==> src/rtl/branch_resolve.sv <==
// Memory-boundary branch/trap resolution: drives fetch redirects, owns machine trap CSRs
// and minstret, and squashes wrong-path instructions after each redirect.
module branch_resolve #(
  parameter int unsigned KILL_CYCLES = 2,
  parameter logic [31:0] MTVEC_RESET = 32'h0000_0000
) (
  input  logic        clk,
  input  logic        rst_n,
  input  logic        ex_mb__valid,
  input  logic [31:0] ex_mb__pc,
  input  logic        ex_mb__branch,
  input  logic        ex_mb__cond,
  input  logic [31:0] ex_mb__target,
  input  logic        ex_mb__predict_taken,
  input  logic        ex_mb__ins_misalign,
  input  logic        ex_mb__illegal,
  input  logic        ex_mb__ecall,
  input  logic        ex_mb__mret,
  input  logic        ex_mb__csr_we,
  input  logic [11:0] ex_mb__csr_addr,
  input  logic [31:0] ex_mb__csr_wdata,
  output logic [31:0] csr_rdata,
  output logic [31:0] mb_if__jump_target,
  output logic        mb_if__branch_taken,
  output logic        mb_if__trap_taken,
  output logic        mb_if__predict_taken,
  output logic [31:0] mb_if__pc_4
);

  localparam int unsigned XLEN  = 32;
  localparam int unsigned CNT_W = 3;

  localparam logic [0:0] ST_RUN  = 1'b0;
  localparam logic [0:0] ST_KILL = 1'b1;

  localparam logic [11:0] A_MTVEC     = 12'h305;
  localparam logic [11:0] A_MEPC      = 12'h341;
  localparam logic [11:0] A_MCAUSE    = 12'h342;
  localparam logic [11:0] A_MTVAL     = 12'h343;
  localparam logic [11:0] A_MINSTRET  = 12'hB02;
  localparam logic [11:0] A_MINSTRETH = 12'hB82;

  logic [0:0]       state_q, state_d;
  logic [CNT_W-1:0] kill_cnt_q, kill_cnt_d;

  logic [XLEN-1:0] jump_target_q, jump_target_d;
  logic            branch_taken_q, branch_taken_d;
  logic            trap_taken_q, trap_taken_d;
  logic            predict_taken_q, predict_taken_d;
  logic [XLEN-1:0] pc_4_q, pc_4_d;

  logic [XLEN-1:0] mtvec_q, mtvec_d;
  logic [XLEN-1:2] mepc_q, mepc_d;
  logic [XLEN-1:0] mcause_q, mcause_d;
  logic [XLEN-1:0] mtval_q, mtval_d;
  logic [63:0]     minstret_q, minstret_d;

  logic            live_c;
  logic            trap_c;
  logic [XLEN-1:0] cause_c;
  logic [XLEN-1:0] tval_c;
  logic            redirect_c;

  assign live_c = ex_mb__valid && (state_q == ST_RUN);

  // Trap detection, first match wins
  always_comb begin
    trap_c  = 1'b0;
    cause_c = '0;
    tval_c  = '0;
    if (ex_mb__ins_misalign) begin
      trap_c  = 1'b1;
      cause_c = 32'd0;
      tval_c  = ex_mb__pc;
    end else if (ex_mb__illegal) begin
      trap_c  = 1'b1;
      cause_c = 32'd2;
    end else if (ex_mb__ecall) begin
      trap_c  = 1'b1;
      cause_c = 32'd11;
    end else if (ex_mb__branch && ex_mb__cond && (ex_mb__target[1:0] != 2'b00)) begin
      trap_c  = 1'b1;
      cause_c = 32'd0;
      tval_c  = ex_mb__target;
    end
  end

  always_comb begin
    state_d         = state_q;
    kill_cnt_d      = kill_cnt_q;
    jump_target_d   = '0;
    branch_taken_d  = 1'b0;
    trap_taken_d    = 1'b0;
    predict_taken_d = 1'b0;
    pc_4_d          = '0;
    mtvec_d         = mtvec_q;
    mepc_d          = mepc_q;
    mcause_d        = mcause_q;
    mtval_d         = mtval_q;
    minstret_d      = minstret_q;
    redirect_c      = 1'b0;

    if (state_q == ST_KILL) begin
      if (kill_cnt_q <= CNT_W'(1)) begin
        state_d    = ST_RUN;
        kill_cnt_d = '0;
      end else begin
        kill_cnt_d = kill_cnt_q - CNT_W'(1);
      end
    end

    if (live_c) begin
      pc_4_d = ex_mb__pc + 32'd4;
      if (trap_c) begin
        trap_taken_d  = 1'b1;
        jump_target_d = {mtvec_q[XLEN-1:2], 2'b00};
        mepc_d        = ex_mb__pc[XLEN-1:2];
        mcause_d      = cause_c;
        mtval_d       = tval_c;
        redirect_c    = 1'b1;
      end else begin
        minstret_d = minstret_q + 64'd1;
        if (ex_mb__mret) begin
          branch_taken_d = 1'b1;
          jump_target_d  = {mepc_q, 2'b00};
          redirect_c     = 1'b1;
        end else begin
          jump_target_d = ex_mb__target;
          if (ex_mb__branch) begin
            branch_taken_d  = ex_mb__cond;
            predict_taken_d = ex_mb__predict_taken;
            redirect_c      = (ex_mb__cond != ex_mb__predict_taken);
          end
        end
        // CSR write overrides the retire increment for the half it targets
        if (ex_mb__csr_we) begin
          case (ex_mb__csr_addr)
            A_MTVEC:     mtvec_d  = ex_mb__csr_wdata;
            A_MEPC:      mepc_d   = ex_mb__csr_wdata[XLEN-1:2];
            A_MCAUSE:    mcause_d = ex_mb__csr_wdata;
            A_MTVAL:     mtval_d  = ex_mb__csr_wdata;
            A_MINSTRET:  minstret_d[31:0]  = ex_mb__csr_wdata;
            A_MINSTRETH: minstret_d[63:32] = ex_mb__csr_wdata;
            default: ;
          endcase
        end
      end
      if (redirect_c) begin
        state_d    = ST_KILL;
        kill_cnt_d = CNT_W'(KILL_CYCLES);
      end
    end
  end

  always_ff @(posedge clk or negedge rst_n) begin
    if (!rst_n) begin
      state_q         <= ST_RUN;
      kill_cnt_q      <= '0;
      jump_target_q   <= '0;
      branch_taken_q  <= 1'b0;
      trap_taken_q    <= 1'b0;
      predict_taken_q <= 1'b0;
      pc_4_q          <= '0;
      mtvec_q         <= MTVEC_RESET;
      mepc_q          <= '0;
      mcause_q        <= '0;
      mtval_q         <= '0;
      minstret_q      <= '0;
    end else begin
      state_q         <= state_d;
      kill_cnt_q      <= kill_cnt_d;
      jump_target_q   <= jump_target_d;
      branch_taken_q  <= branch_taken_d;
      trap_taken_q    <= trap_taken_d;
      predict_taken_q <= predict_taken_d;
      pc_4_q          <= pc_4_d;
      mtvec_q         <= mtvec_d;
      mepc_q          <= mepc_d;
      mcause_q        <= mcause_d;
      mtval_q         <= mtval_d;
      minstret_q      <= minstret_d;
    end
  end

  // Combinational CSR read port
  always_comb begin
    case (ex_mb__csr_addr)
      A_MTVEC:     csr_rdata = mtvec_q;
      A_MEPC:      csr_rdata = {mepc_q, 2'b00};
      A_MCAUSE:    csr_rdata = mcause_q;
      A_MTVAL:     csr_rdata = mtval_q;
      A_MINSTRET:  csr_rdata = minstret_q[31:0];
      A_MINSTRETH: csr_rdata = minstret_q[63:32];
      default:     csr_rdata = '0;
    endcase
  end

  assign mb_if__jump_target   = jump_target_q;
  assign mb_if__branch_taken  = branch_taken_q;
  assign mb_if__trap_taken    = trap_taken_q;
  assign mb_if__predict_taken = predict_taken_q;
  assign mb_if__pc_4          = pc_4_q;

endmodule

==> config.mk <==
export PLATFORM = sky130hd
export DESIGN_NAME = branch_resolve
export DESIGN_NICKNAME = d
export VERILOG_FILES = /design/src/rtl/branch_resolve.sv
export SDC_FILE = /design/constraint.sdc
export NUM_CORES = 1
export LEC_CHECK = 0
export BUFFER_PORTS_ARGS = -buffer_cell sky130_fd_sc_hd__buf_2
export CAP_MARGIN = 20
export CORE_ASPECT_RATIO = 0.8
export CORE_MARGIN = 5
export CORE_UTILIZATION = 58
export CTS_CLUSTER_DIAMETER = 120
export DETAILED_ROUTE_END_ITERATION = 6
export GPL_TIMING_DRIVEN = 0
export MAX_ROUTING_LAYER = met4
export PLACE_DENSITY = 0.83
export SYNTH_ARGS = -nofsm -noshare
export SYNTH_HDL_FRONTEND = slang
export SYNTH_SLANG_ARGS = --single-unit
==> constraint.sdc <==
create_clock -name clk -period 2.9 [get_ports clk]
set_clock_uncertainty 0.2 [all_clocks]
set_input_delay 0.145 -clock clk [delete_from_list [all_inputs] [get_ports clk]]
set_output_delay 0.145 -clock clk [all_outputs]
set_load 0.02 [all_outputs]
==> run summary <==
Status - finished, violations left
Failing checks - DRC, setup timing
Placed Area - 15560 sq um
CTS tree - yes
CP peak stage delay - 0.60 ns
IO Pins - 218
Core ar. - 23590 sq um
Sink Count - 261
Gr usage total - 48.39%
Maximum VDD drop - 0.0004668 V
Pwr dens - 620.5 nW/um^2
Critical-path top delay cell - or4b_4
CP startpoint kind - input port
CP arrival - 2.59 ns
Commonest non-fill, non-tap cell in the layout - dfrtp_1
Mean Syn Cell Area - 8.776 sq um
Die ar. - 27430 sq um
CP max FO - 10
Skew-Pair Late Insertion Delay - 0.55 ns
H-Tree Depth - 1
Post-route setup slack - -0.03856 ns
CP most frequent cell - buf_2
Initial drt markers - 3428
Ratio of cells with drive above 1 in the final layout - 19.67%
Nets - 2105
Crit Path Class - input port to output pin
Synth Register Bits - 261
Hold_ws - 0.09238 ns
Worst-path clk slew - 0.07 ns
Worst-path cell chain - buf_2 -> or4b_4 -> nor4_4 -> and4_1 -> buf_2 -> clkbuf_2 -> nand2_1 -> nand3_1 -> buf_2
Syn Nets - 1721
Number of fill cells in the layout - 1524
Initial antenna violation count - 0
Via-per-instance ratio - 7.289
Rows - 50
Vias in the first global route - 16190
CTS Buffer Depth - 3
Worst reg2reg path startpoint - minstret_q[0]
Final ANT Viol Nets - 0
Post-placement cell count - 2125
DPL Wire Length - 44.00 mm
Most used DFF post-synth - dfrtp_1
LEAKAGE - 8.217 nW
Syn. warnings - 0
Fmax - 340.3 MHz
Min cycle time layout - 2.939 ns
Post-Syn Instances - 1599
GRT overflow - 0
Max-slew headroom - 33.76%
Final hold violations - 0
Gp weighted congestion - 1.031
Sequential area share after synthesis - 46.54%
Hold crit path type - input port to flip-flop
Final Max Tran Viols - 0
Mapped Area - 14030 sq um
Die width - 183.9 microns
WP data required - 2.56 ns
Number of synthesized flops with an enable pin - 0
Diode count - 0
Root buf cell - clkbuf_16
Cts bufs inserted - 26
Pin count of the biggest net entering global routing - 125
PortBufs - 211
Top delay family on crit path - simple AND/OR/NAND/NOR gates
Final WL - 66.71 mm
First-pass GRT wire length - 98.41 mm
Final critical-path share of the clock period - 101.3%
Setup TNS - -0.1875 ns
Count of different cell masters after synthesis - 66
Post-route insts no fill - 2315
CP endpoint kind - output pin
Most frequent cells in the layout - dfrtp_1, buf_2, nand2_1
DRC Markers - 98
Pre-CTS setup slack - -0.4778 ns
Die Span Y - 149.1 microns
Asr flop ratio synth - 100.0%
CP startpoint - ex_mb__csr_addr[3]
WL/cell - 28.81 microns
Drt pass-1 iters - 7
Syn-to-layout area delta - 29.37%
CP bufs+invs - 4
Hold wc startpoint - ex_mb__csr_we
Least-Margin Pin Slew - 0.9854 ns
Max Cap Viol - 0
Vias - 16870
Starting density of the core - 59.50%
Finished Cell Area - 18150 sq um
Final-report setup violation count - 9
[cells in the mapped netlist, types with 10 or more instances]
cell,n,area [sq um]
nand2_1,219,822.0
a2bb2oi_1,11,96.34
clkbuf_1,84,315.3
buf_1,11,41.29
a222oi_1,32,320.3
nor4_1,10,62.56
nor2_1,183,686.9
inv_1,13,48.80
xor2_1,13,113.9
mux2i_1,32,320.3
nand3_1,86,430.4
xnor2_1,10,87.58
o21ai_0,44,220.2
a22oi_1,32,240.2
and4_1,12,105.1
nand4_1,38,237.7
mux2_2,32,360.4
dfrtp_1,261,6531
and3_1,23,143.9
a22o_1,29,254.0
nor3_1,22,110.1
a31oi_1,36,225.2
a21oi_1,187,935.9
buf_2,26,130.1
a211oi_1,35,262.8
or3_1,14,87.58
o22ai_1,18,112.6
[cells by family (layout without fill, tap and decap cells)]
kind of cell / count (synthesis) / after routing / share of synthesized area, %
xor+xnor: 23 / 23 / 1.435
buf+inv: 139 / 543 / 4.092
compound gates: 460 / 460 / 21.21
simple gates: 648 / 648 / 21.52
mux: 65 / 65 / 4.931
flops: 261 / 261 / 46.54
fa+ha+maj: 3 / 3 / 0.2675
[report_power, final]
group          switching, W  total [W]  internal, W
logic               0.00152    0.00246     0.000937
clock network       0.00160    0.00405      0.00245
registers          0.000518    0.00476      0.00424
total               0.00363     0.0113      0.00763
[per-stage QoR]
stage / util (%) / total power [W]
global route: 76.98 / 0.01156
finish: 76.98 / 0.01127
detailed placement: 65.96 / 0.006633
CTS: 76.40 / 0.01091
global placement: 65.63 / 0.006540
floorplan: - / 0.005785
[flip-flops by register name, summed over array words and instances, names as in the netlist]
register / flops
minstret_q: 64
mb_if__jump_target: 32
mb_if__pc_4: 32
mcause_q: 32
mtval_q: 32
mtvec_q: 32
mepc_q: 30
kill_cnt_q: 3
mb_if__branch_taken: 1
mb_if__predict_taken: 1
mb_if__trap_taken: 1
state_q: 1
[worst paths after layout]
check / endpoint / slack (ns) / cells after the start
max reg2reg: minstret_q[44] / 0.02 / 8
min reg2reg: mtvec_q[1] / 0.31 / 1
min: minstret_q[49] / 0.09 / 4
max: csr_rdata[0] / -0.04 / 9
min in group asynchronous: minstret_q[32] / 0.48 / 4
max in group asynchronous: minstret_q[55] / 1.32 / 4
[routing by layer]
layer / global-route usage [%] / wire length, microns / vias to the layer above
li1: - / - / 6633
met1: 64.08 / 22950 / 7826
met2: 65.79 / 26760 / 1910
met3: 16.26 / 11630 / 505
met4: 25.68 / 5359 / 0
met5: - / 0 / -
[area by class of cell]
type | count | area (sq um) | share of cell area (%)
Timing Repair Buffer | 357 | 2540 | 13.99
Buffer | 125 | 576.8 | 3.177
Multi-Input combinational cell | 1199 | 7061 | 38.89
Clock buffer | 33 | 748.2 | 4.121
Tap cell | 312 | 390.4 | 2.150
Sequential cell | 261 | 6531 | 35.98
Inverter | 13 | 48.80 | 0.2688
Clock inverter | 15 | 259.0 | 1.427
[repair_timing]
action,CTS,global route
pin swaps,2,2
setup buffers,7,2
hold buffers,132,0
resized for setup,28,41
endpoints found under the setup margin,86,144
hold endpoints to repair,516,0
gates cloned,0,0
[tightest hold or removal path, delay by kind of cell]
kind	cells	cell delay, ns
AOI/OAI and AO/OA	1	0.29
and+or+nand+nor	2	0.24
buffers and inverters	1	0.14
No activity file was read; power rests on OpenSTA's default activity.
